==> config.mk <==
export PLATFORM = sky130hd
export DESIGN_NAME = period_moving_sum
export DESIGN_NICKNAME = d
export VERILOG_FILES = /design/src/rtl/theremin_sensor_pkg.sv /design/src/rtl/period_ring_buffer.sv /design/src/rtl/period_moving_sum.sv
export SDC_FILE = /design/constraint.sdc
export NUM_CORES = 1
export LEC_CHECK = 0
export ABC_AREA = 1
export CORE_MARGIN = 1.5
export CORE_UTILIZATION = 45
export DETAILED_ROUTE_END_ITERATION = 8
export GPL_ROUTABILITY_DRIVEN = 0
export PLACE_DENSITY = 0.71
export REMOVE_ABC_BUFFERS = 1
export SLEW_MARGIN = 25
export SYNTH_ARGS = -nofsm -noshare
export SYNTH_HDL_FRONTEND = slang
export SYNTH_HIERARCHICAL = 1
export SYNTH_SLANG_ARGS = --single-unit
==> constraint.sdc <==
create_clock -name CLK -period 2.9 [get_ports CLK]
set_input_delay 0.435 -clock CLK [delete_from_list [all_inputs] [get_ports CLK]]
set_output_delay 0.435 -clock CLK [all_outputs]
set_load 0.03 [all_outputs]
==> src/rtl/theremin_sensor_pkg.sv <==
// Shared types and helpers for the theremin sensor chain.
// Contents:
//   period_avg_state_t : averaging FSM states (IDLE, FILL, RUN)
//   sum_width()        : width of a sum of 2^avg_log2 values of counter_bits each
package theremin_sensor_pkg;

  typedef enum logic [1:0] {
    IDLE = 2'd0,
    FILL = 2'd1,
    RUN  = 2'd2
  } period_avg_state_t;

  // A sum of 2^avg_log2 unsigned terms needs exactly avg_log2 extra bits.
  function automatic int sum_width(input int counter_bits, input int avg_log2);
    return counter_bits + avg_log2;
  endfunction

endpackage

==> src/rtl/period_ring_buffer.sv <==
// Window storage for period_moving_sum.
// Ports:
//   CLK     : system clock
//   wr_en   : write wr_data into entry ptr on the rising edge
//   ptr     : entry being read and (optionally) written this cycle
//   wr_data : new measurement
//   rd_data : current content of entry ptr (combinational), i.e. the value
//             about to be overwritten when wr_en is high
// Storage is not reset: the fill logic never reads an entry before writing it.
module period_ring_buffer #(
  parameter int WIDTH     = 16,
  parameter int ADDR_BITS = 4
) (
  input  logic                 CLK,
  input  logic                 wr_en,
  input  logic [ADDR_BITS-1:0] ptr,
  input  logic [WIDTH-1:0]     wr_data,
  output logic [WIDTH-1:0]     rd_data
);

  logic [WIDTH-1:0] mem [0:(1<<ADDR_BITS)-1];

  assign rd_data = mem[ptr];

  always_ff @(posedge CLK) begin
    if (wr_en) begin
      mem[ptr] <= wr_data;
    end
  end

endmodule

==> src/rtl/period_moving_sum.sv <==
// Moving sum of the last 2^AVG_LOG2 half-period measurements.
// Ports:
//   CLK          : 100MHz system clock
//   RESET        : asynchronous, active-high reset
//   EDGE_FLAG    : new-measurement flag; its rising edge marks a new DURATION
//   DURATION     : measured half-period, sampled on the EDGE_FLAG rise
//   PERIOD_SUM   : registered sum of the last DEPTH durations
//   PERIOD_VALID : one-cycle strobe, PERIOD_SUM updated this cycle
//   SIGNAL_OK    : high while a full window is being tracked
//
// state | meaning
// IDLE  | no signal; the next edge is discarded (its duration spans the gap)
// FILL  | collecting the first DEPTH durations, no output strobes
// RUN   | window full; each edge slides the window and strobes PERIOD_SUM
module period_moving_sum
  import theremin_sensor_pkg::*;
#(
  parameter int COUNTER_BITS   = 16,
  parameter int AVG_LOG2       = 4,
  parameter int TIMEOUT_CYCLES = 1000000
) (
  input  logic                                         CLK,
  input  logic                                         RESET,
  input  logic                                         EDGE_FLAG,
  input  logic [COUNTER_BITS-1:0]                      DURATION,
  output logic [sum_width(COUNTER_BITS, AVG_LOG2)-1:0] PERIOD_SUM,
  output logic                                         PERIOD_VALID,
  output logic                                         SIGNAL_OK
);

  localparam int SW    = sum_width(COUNTER_BITS, AVG_LOG2);
  localparam int DEPTH = 1 << AVG_LOG2;
  localparam int TW    = $clog2(TIMEOUT_CYCLES + 1);

  localparam logic [TW-1:0]     TO_LIMIT  = TW'(TIMEOUT_CYCLES);
  localparam logic [AVG_LOG2:0] FILL_LAST = (AVG_LOG2 + 1)'(DEPTH - 1);

  period_avg_state_t state_q, state_d;

  logic                    edge_q;
  logic [AVG_LOG2-1:0]     ptr_q, ptr_d;
  logic [AVG_LOG2:0]       fill_q, fill_d;
  logic [TW-1:0]           to_cnt_q, to_cnt_d;
  logic [SW-1:0]           acc_q, acc_d;
  logic [SW-1:0]           sum_q, sum_d;
  logic                    valid_q, valid_d;

  logic                    edge_det;
  logic                    dur_sat;
  logic                    timed_out;
  logic                    wr_en;
  logic [COUNTER_BITS-1:0] rd_data;

  period_ring_buffer #(
    .WIDTH    (COUNTER_BITS),
    .ADDR_BITS(AVG_LOG2)
  ) u_ring (
    .CLK    (CLK),
    .wr_en  (wr_en),
    .ptr    (ptr_q),
    .wr_data(DURATION),
    .rd_data(rd_data)
  );

  always_ff @(posedge CLK or posedge RESET) begin
    if (RESET) begin
      state_q  <= IDLE;
      edge_q   <= 1'b0;
      ptr_q    <= '0;
      fill_q   <= '0;
      to_cnt_q <= '0;
      acc_q    <= '0;
      sum_q    <= '0;
      valid_q  <= 1'b0;
    end else begin
      state_q  <= state_d;
      edge_q   <= EDGE_FLAG;
      ptr_q    <= ptr_d;
      fill_q   <= fill_d;
      to_cnt_q <= to_cnt_d;
      acc_q    <= acc_d;
      sum_q    <= sum_d;
      valid_q  <= valid_d;
    end
  end

  always_comb begin
    edge_det  = EDGE_FLAG & ~edge_q;
    dur_sat   = &DURATION;
    timed_out = (to_cnt_q == TO_LIMIT);

    state_d = state_q;
    ptr_d   = ptr_q;
    fill_d  = fill_q;
    acc_d   = acc_q;
    sum_d   = sum_q;
    valid_d = 1'b0;
    wr_en   = 1'b0;

    // Saturates at the limit so it cannot wrap during long silences in IDLE.
    if (edge_det) begin
      to_cnt_d = '0;
    end else if (timed_out) begin
      to_cnt_d = to_cnt_q;
    end else begin
      to_cnt_d = to_cnt_q + 1'b1;
    end

    // An edge always takes priority over a timeout in the same cycle.
    case (state_q)
      IDLE: begin
        if (edge_det && !dur_sat) begin
          state_d = FILL;
          ptr_d   = '0;
          fill_d  = '0;
          acc_d   = '0;
        end
      end
      FILL: begin
        if (edge_det) begin
          if (dur_sat) begin
            state_d = IDLE;
          end else begin
            wr_en  = 1'b1;
            acc_d  = acc_q + SW'(DURATION);
            ptr_d  = ptr_q + 1'b1;
            fill_d = fill_q + 1'b1;
            if (fill_q == FILL_LAST) begin
              state_d = RUN;
              sum_d   = acc_d;
              valid_d = 1'b1;
            end
          end
        end else if (timed_out) begin
          state_d = IDLE;
        end
      end
      RUN: begin
        if (edge_det) begin
          if (dur_sat) begin
            state_d = IDLE;
          end else begin
            // rd_data is the oldest entry, about to be replaced.
            wr_en   = 1'b1;
            acc_d   = acc_q + SW'(DURATION) - SW'(rd_data);
            ptr_d   = ptr_q + 1'b1;
            sum_d   = acc_d;
            valid_d = 1'b1;
          end
        end else if (timed_out) begin
          state_d = IDLE;
        end
      end
      default: state_d = IDLE;
    endcase
  end

  assign PERIOD_SUM   = sum_q;
  assign PERIOD_VALID = valid_q;
  assign SIGNAL_OK    = (state_q == RUN);

endmodule

==> results.py <==
metrics = {
    "clock_tree": {
        "clockBufferDepth": 3,
        "clk_latency_ns": 0.53,
        "cts_tree": "yes",
        "path_clk_slew_ns": 0.06,
        "cts_root_buffer": "clkbuf_16",
        "numCtsBuffers": 35,
        "holdBufCountCts": 0,
        "cts.sinks": 329,
        "cts_htree_levels": 2,
    },
    "global_route": {
        "grt_pass1_vias": 13400,
        "grt_max_degree": 40,
        "antenna_found_initial": 0,
        "overflow": 0,
        "grt_pass1_wl_um": 71300,
        "grtUsageTotal_pct": 24.2,
    },
    "critical_path": {
        "crit_path_end_kind": "register",
        "critical_path.max_fanout": 6,
        "cp-start-kind": "register",
        "cpMostUsedCell": "nand2_1",
        "worstPathCellList": "buf_6 -> buf_12 -> buf_4 -> nand2_1 -> nand2_1 -> nand2_1 -> nand2_1 -> nand2_1 -> nand2_1 -> inv_1 -> nand2_4 -> ha_4 -> fa_2 -> o21ai_4 -> a21oi_2 -> o21ai_1 -> a21oi_1 -> o21ai_1 -> nand2_1 -> nand2_1 -> nand2_1",
        "path_class": "register to register",
        "critical_path_buf_inv_count": 4,
        "cp.required_ns": 3.32,
        "critPathMaxStageDelay_ns": 0.52,
        "cpLargestDelayFamily": "compound AO/OA/AOI/OAI gates",
        "crit_arrival_ns": 3.74,
        "critPathSlowestCell": "dfrtp_4",
    },
    "timing": {
        "fmax_ghz": 0.301,
        "setup_viol": 32,
        "hold_violations": 0,
        "holdWs_ns": 0.296,
        "slew_violations": 0,
        "rsz0062_at_grt": "yes",
        "tightest_slew_ns": 0.631,
        "fin_crit_sh_pct": 114,
        "skew_ns": 0.0115,
        "worst_slack_ns": -0.420,
        "fin_crit_ns": 3.32,
        "slew_headroom_pct": 57.9,
    },
    "floorplanning": {
        "die_w_um": 194,
        "io_pins": 41,
        "rows": 69,
        "die_area_sq_um": 37600,
        "die_h_um": 194,
        "fp.coreArea_sq_um": 35700,
        "start_util_pct": 45.9,
    },
    "finish": {
        "num-nets-final": 2182,
        "n_antenna_cell": 0,
        "multi_input_area_sq_um": 7000,
        "nFillCells": 2763,
        "seqCellArea_sq_um": 9520,
        "final_area_sq_um": 21800,
        "syn_to_final_growth_pct": 32.8,
        "fin_util_pct": 61.0,
        "final_cell_mix": "nand2_1 (831), edfxtp_1 (256), buf_4 (206)",
        "final_common_cell": "nand2_1",
        "drive_gt1_share_pct": 26.1,
    },
    "synth": {
        "yosysTopAreaCellShare_pct": 46.9,
        "synth-seq-cells": 329,
        "postSynth.asyncResetShare_pct": 22.2,
        "yosysUniqueCellTypes": 47,
        "seq_area_frac_synth_pct": 58.0,
        "synth_area_leaders": "edfxtp_1 (47%), nand2_1 (20%), dfrtp_1 (11%)",
        "syn_avg_cell_area_sq_um": 8.90,
        "netlist_instances": 1843,
        "ys.flop_type": "edfxtp_1",
        "synth_edf_count": 256,
        "yosys.area.top_type": "edfxtp_1",
        "syn-cell-area_sq_um": 16400,
        "yosys_warnings": 6,
    },
    "place": {
        "numPortBuffers": 40,
        "hpwl_um": 30000,
        "placed_cell_area_sq_um": 18900,
        "pre_cts_ws_ns": -1.05,
    },
    "detailed_routing": {
        "vias": 13900,
        "drtIter0Drc": 1293,
        "met3_length_um": 3800,
        "drc": 3,
        "wl_per_cell_um": 18.5,
        "wirelength_um": 48100,
        "first_pass_iters": 7,
        "wl_met1_um": 19400,
        "post_drt_via_cell_ratio": 5.34,
        "top_layer": "met4",
        "antenna_left": 0,
        "wl_met2_um": 22400,
    },
    "hold_path": {
        "min_path_type": "input pin to async pin",
    },
    "outcome": {
        "status": "complete, but fails checks",
        "violations": "design-rule violations, negative setup slack",
    },
    "pwr": {
        "ir_drop_mv": 1.03,
        "power_density_nw_per_um2": 1320,
        "p_leak_nw": 9.70,
    },
    "run": {
        "drv_cap": 0,
    },
}
[final cells by class]
| class | instances | area share, % |
|---|---|---|
| Sequential cell | 329 | 43.7 |
| Multi-Input combinational cell | 1303 | 32.1 |
| Timing Repair Buffer | 299 | 13.5 |
| Clock buffer | 45 | 4.39 |
| Inverter | 151 | 2.77 |
| Tap cell | 461 | 2.65 |
| Clock inverter | 19 | 0.844 |
| Timing Repair inverter | 1 | 0.0517 |
[layer usage]
layer  up-vias  track usage [%]
li1       6513                -
met2       624             39.5
met5         -                0
met3       158             3.77
met4         0             11.1
met1      6625             32.0
[worst register-to-register path: cells and delay by family (launching register included)]
family | cells | cell delay, ns
AO/OA/AOI/OAI | 5 | 0.93
adder cells (fa/ha/maj) | 2 | 0.55
buffers and inverters | 4 | 0.54
flip-flops | 1 | 0.52
AND/OR/NAND/NOR | 10 | 0.69
[cells by family (layout without fill, tap and decap cells)]
logic type | count (synthesis) | after routing | share of synthesized area (%)
AND/OR/NAND/NOR | 1075 | 1075 | 26.2
XOR/XNOR | 18 | 18 | 1.01
multiplexers | 1 | 1 | 0.0610
flip-flops | 329 | 329 | 58.0
buffers and inverters | 211 | 515 | 5.71
AO/OA/AOI/OAI | 166 | 166 | 5.70
adder cells (fa/ha/maj) | 43 | 43 | 3.37
[what timing repair did]
item / 4_1_cts / 5_1_grt
gates resized for setup: 138 / 145
setup endpoints to repair: 36 / 51
pin swaps: 29 / 68
cloned: 7 / 5
setup buffers: 20 / 16
[path summary, 6_finish.rpt]
path	startpoint	to	slack, ns	depth (start not counted)
worst max-delay path	ptr_q[0]	acc_q[12]	-0.42	21
worst min-delay path	RESET	to_cnt_q[14]	0.30	2
worst max register to register	ptr_q[0]	acc_q[12]	-0.42	21
worst min register to register	PERIOD_SUM[13]	PERIOD_SUM[13]	0.48	2
max in group asynchronous	RESET	acc_q[2]	1.97	3
min in group CLK	EDGE_FLAG	edge_q	0.38	1
[flip-flops by register name, summed over array words and instances, names as in the netlist]
register and flops:
ptr_q 4, PERIOD_VALID 1, fill_q 5, PERIOD_SUM 20
to_cnt_q 20, edge_q 1, state_q 2, u_ring/mem 256
acc_q 20
[Yosys cell counts (2+ instances only)]
cell,n
xor2_1,9
buf_4,2
nor3_2,4
edfxtp_1,256
fa_1,2
nor3_1,6
clkinv_1,2
nor4_1,5
dfrtp_1,73
nand2_1,892
clkbuf_1,12
a22o_1,6
nor2_1,86
o21ai_1,5
o21ai_0,43
o21a_1,2
o21ai_2,2
xnor2_1,8
a31oi_1,17
nand3_2,3
nor2_2,5
nand3_1,38
o22ai_1,4
inv_1,144
nand2_2,13
ha_1,41
nor2_4,7
nand4_1,9
or2_2,3
a21oi_2,3
a21o_1,8
buf_2,33
buf_6,11
inv_2,4
a21oi_1,73
[through the flow]
step	cells	setup TNS, ns	total power, mW
after floorplan	1783	-384.04	12.7
after global placement	2500	-108.84	17.6
after detailed placement	2500	-125.42	17.8
after CTS	2590	-2.77	25.0
after global routing	2608	-11.80	30.2
final	2608	-7.74	28.7
[where the power goes]
group          internal [mW]  switching [mW]  total [mW]
Sequential              5.56           0.326        5.88
Clock                   2.62            1.88        4.50
Combinational           8.15            10.2        18.3
Total                   16.3            12.4        28.7
Power figures use the tool's default switching activity.
==> patch: new RTL, same flow settings <==
Take the reset off `sum_q` and load it in a clocked block of its own.
--- a/src/rtl/period_moving_sum.sv
+++ b/src/rtl/period_moving_sum.sv
@@ -72,3 +72,2 @@
       acc_q    <= '0;
-      sum_q    <= '0;
       valid_q  <= 1'b0;
@@ -81,5 +80,8 @@
       acc_q    <= acc_d;
-      sum_q    <= sum_d;
       valid_q  <= valid_d;
     end
+  end
+
+  always_ff @(posedge CLK) begin
+    sum_q <= sum_d;
   end
Check against the original RTL: no difference found for any inputs over 10 cycles, from zero or initial values and one cycle with RESET high; that may be too few to reach the edited logic, so the function may still have changed.
==> patch against the unedited design <==
- the run still ends with DRC, setup timing left
- worst setup slack got worse by 0.14 ns
- core utilization decreased by 0.11 points
- worst hold slack better by 0.013 ns
- sequential share of layout area grew 0.54 points
- wire length rose by 2.9%
- design area down 0.18%
- critical path type unchanged
- via count is 0.53% higher
- first-iteration DRC count fell by 9.0%
- combinational power shrank 11%
- sequential cell count stayed put
- area after synthesis hardly changed
- largest power group unchanged
- total power decreased by 7.4%
==> patch: results (changes against the unedited design) <==
----------------------------------------------------
[GRT]
  Number of global-route vias before repair ... 13,400 (+0.40%)
  Maximum number of pins on one net before global-route repair ... 30 (-25%)

[Synth]
  Post-synthesis compound-gate area fraction ... 5.70% (about the same)
  Number of distinct library cells after synthesis ... 50 (+6.4%)
  Most instantiated cells after synthesis ... 865 x sky130_fd_sc_hd__nand2_1, 276 x sky130_fd_sc_hd__edfxtp_1, 150 x sky130_fd_sc_hd__inv_1
  Post-synthesis instance total ... 1,808 (-1.9%)
  Fraction of synthesized area in multiplexers ... 0.0611% (about the same)
  Fraction of synthesis flops using an asynchronous set or reset pin ... 16.1% (-6.1 points)
  Fraction of synthesized cell area in xor and xnor cells ... 0.855% (-0.15 points)
  Adder-cell share of the synthesized area ... 3.37% (about the same)
  Sequential share of the synthesized area ... 58.7% (+0.66 points)

[Timing]
  Worst max-slew margin expressed relative to the limit ... 52.1% (-5.8 points)
  Number of failing setup endpoints in the final timing report ... 34 (+6.3%)
  Clock skew ... 0.0243 ns (+0.0127 ns)
  Worst-case setup margin in the final layout ... -0.556 ns (-0.136 ns)
  Hold Worst Slack ... 0.309 ns (+0.0127 ns)
  Total negative slack for setup checks ... -10.90 ns (-3.15 ns)

[Worst setup path]
  Critical-path top delay cell ... sky130_fd_sc_hd__dfrtp_1
  Number of cells on the worst reg-to-reg path ... 19 (-9.5%)
  Launch instance of the worst register-to-register path ... acc_q[4]
  Worst path top cell family by delay ... simple AND/OR/NAND/NOR gates
  Register-to-register setup slack ... -0.56 ns (-0.14 ns)
  Max stage delay on crit path ... 0.42 ns (-0.10 ns)
  Maximum fanout encountered on the critical timing path ... 4 (-2)

[Clocking]
  Total clock buffers created by CTS ... 36 (+2.9%)

[Placement]
  Number of placed cells counting well taps ... 2,478 (-0.88%)
  Worst slack at placement ... -1.24 ns (-0.187 ns)

[Power]
  Largest voltage drop on the vdd net ... 872 uV (-15%)
  Standby leakage power ... 9.57 nW (-1.3%)

[Detailed routing]
  Final routed wirelength across all metal layers ... 49,600 um (+2.9%)
  First-pass detailed-route iteration total ... 9 (+2)
  DRC Markers ... 3 (unchanged)
  Number of violations reported at the end of detailed-routing iteration 0 ... 1,176 (-9.0%)
  Via density ... 5.42 (+1.5%)

[Layout]
  Total Nets Final ... 2,156 (-1.2%)

[Run status]
  Outcome ... finished, violations left
  Failing checks ... DRC, setup timing

----------------------------------------------------
patch: changes by cell type in the layout (fill, tap and decap cells not counted), sizes merged, moves of 16 or more:
cell | unedited run | this run
o21ai | 50 | 80
nand2 | 905 | 878
nor2 | 98 | 73
dfrtp | 73 | 53
edfxtp | 256 | 276
a31oi | 17 | 1
patch: logic make-up (layout without fill, tap and decap cells):
logic type                 Yosys count  count (layout)
adders and majority gates           43              43
AOI/OAI and AO/OA                  169             169
muxes                                1               1
xor gates and xnor gates            16              16
and+or+nand+nor                   1034            1034
DFF                                329             329
buffers and inverters              216             529
patch: final cells by class:
cell class / instances / area [um2]
clock buffer: 47 / 973
timing repair inverter: 2 / 20.0
tap: 461 / 577
timing repair buffer: 302 / 2920
fill: 2742 / 14000
inverter: 160 / 618
multi-input combinational: 1263 / 6860
clock inverter: 18 / 155
sequential: 329 / 9620
patch: layer usage:
layer / up-vias / share of wire (%) / GRT usage (%)
li1: 6473 / - / -
met1: 6646 / 39 / 32.3
met3: 172 / 8.0 / 3.44
met5: - / 0 / 0
met4: 0 / 5.2 / 10.8
met2: 703 / 48 / 42.7
patch: report_power, final:
| group | total [mW] | internal (mW) | leakage (nW) | switching, mW |
|---|---|---|---|---|
| combinational | 16.2 | 6.95 | 5.81 | 9.22 |
| clock | 4.39 | 2.48 | 0.548 | 1.91 |
| sequential | 6.01 | 5.69 | 3.21 | 0.322 |
| total | 26.6 | 15.1 | 9.57 | 11.5 |
patch: repair_timing:
| action | 4_1_cts | 5_1_grt |
|---|---|---|
| buffers inserted | 18 | 13 |
| hold buffers | 0 | 0 |
| gates resized for setup | 188 | 129 |
| endpoints found under the setup margin | 34 | 34 |
| pin swaps | 37 | 48 |
| cloned | 7 | 4 |
| hold endpoints to repair | 0 | 0 |
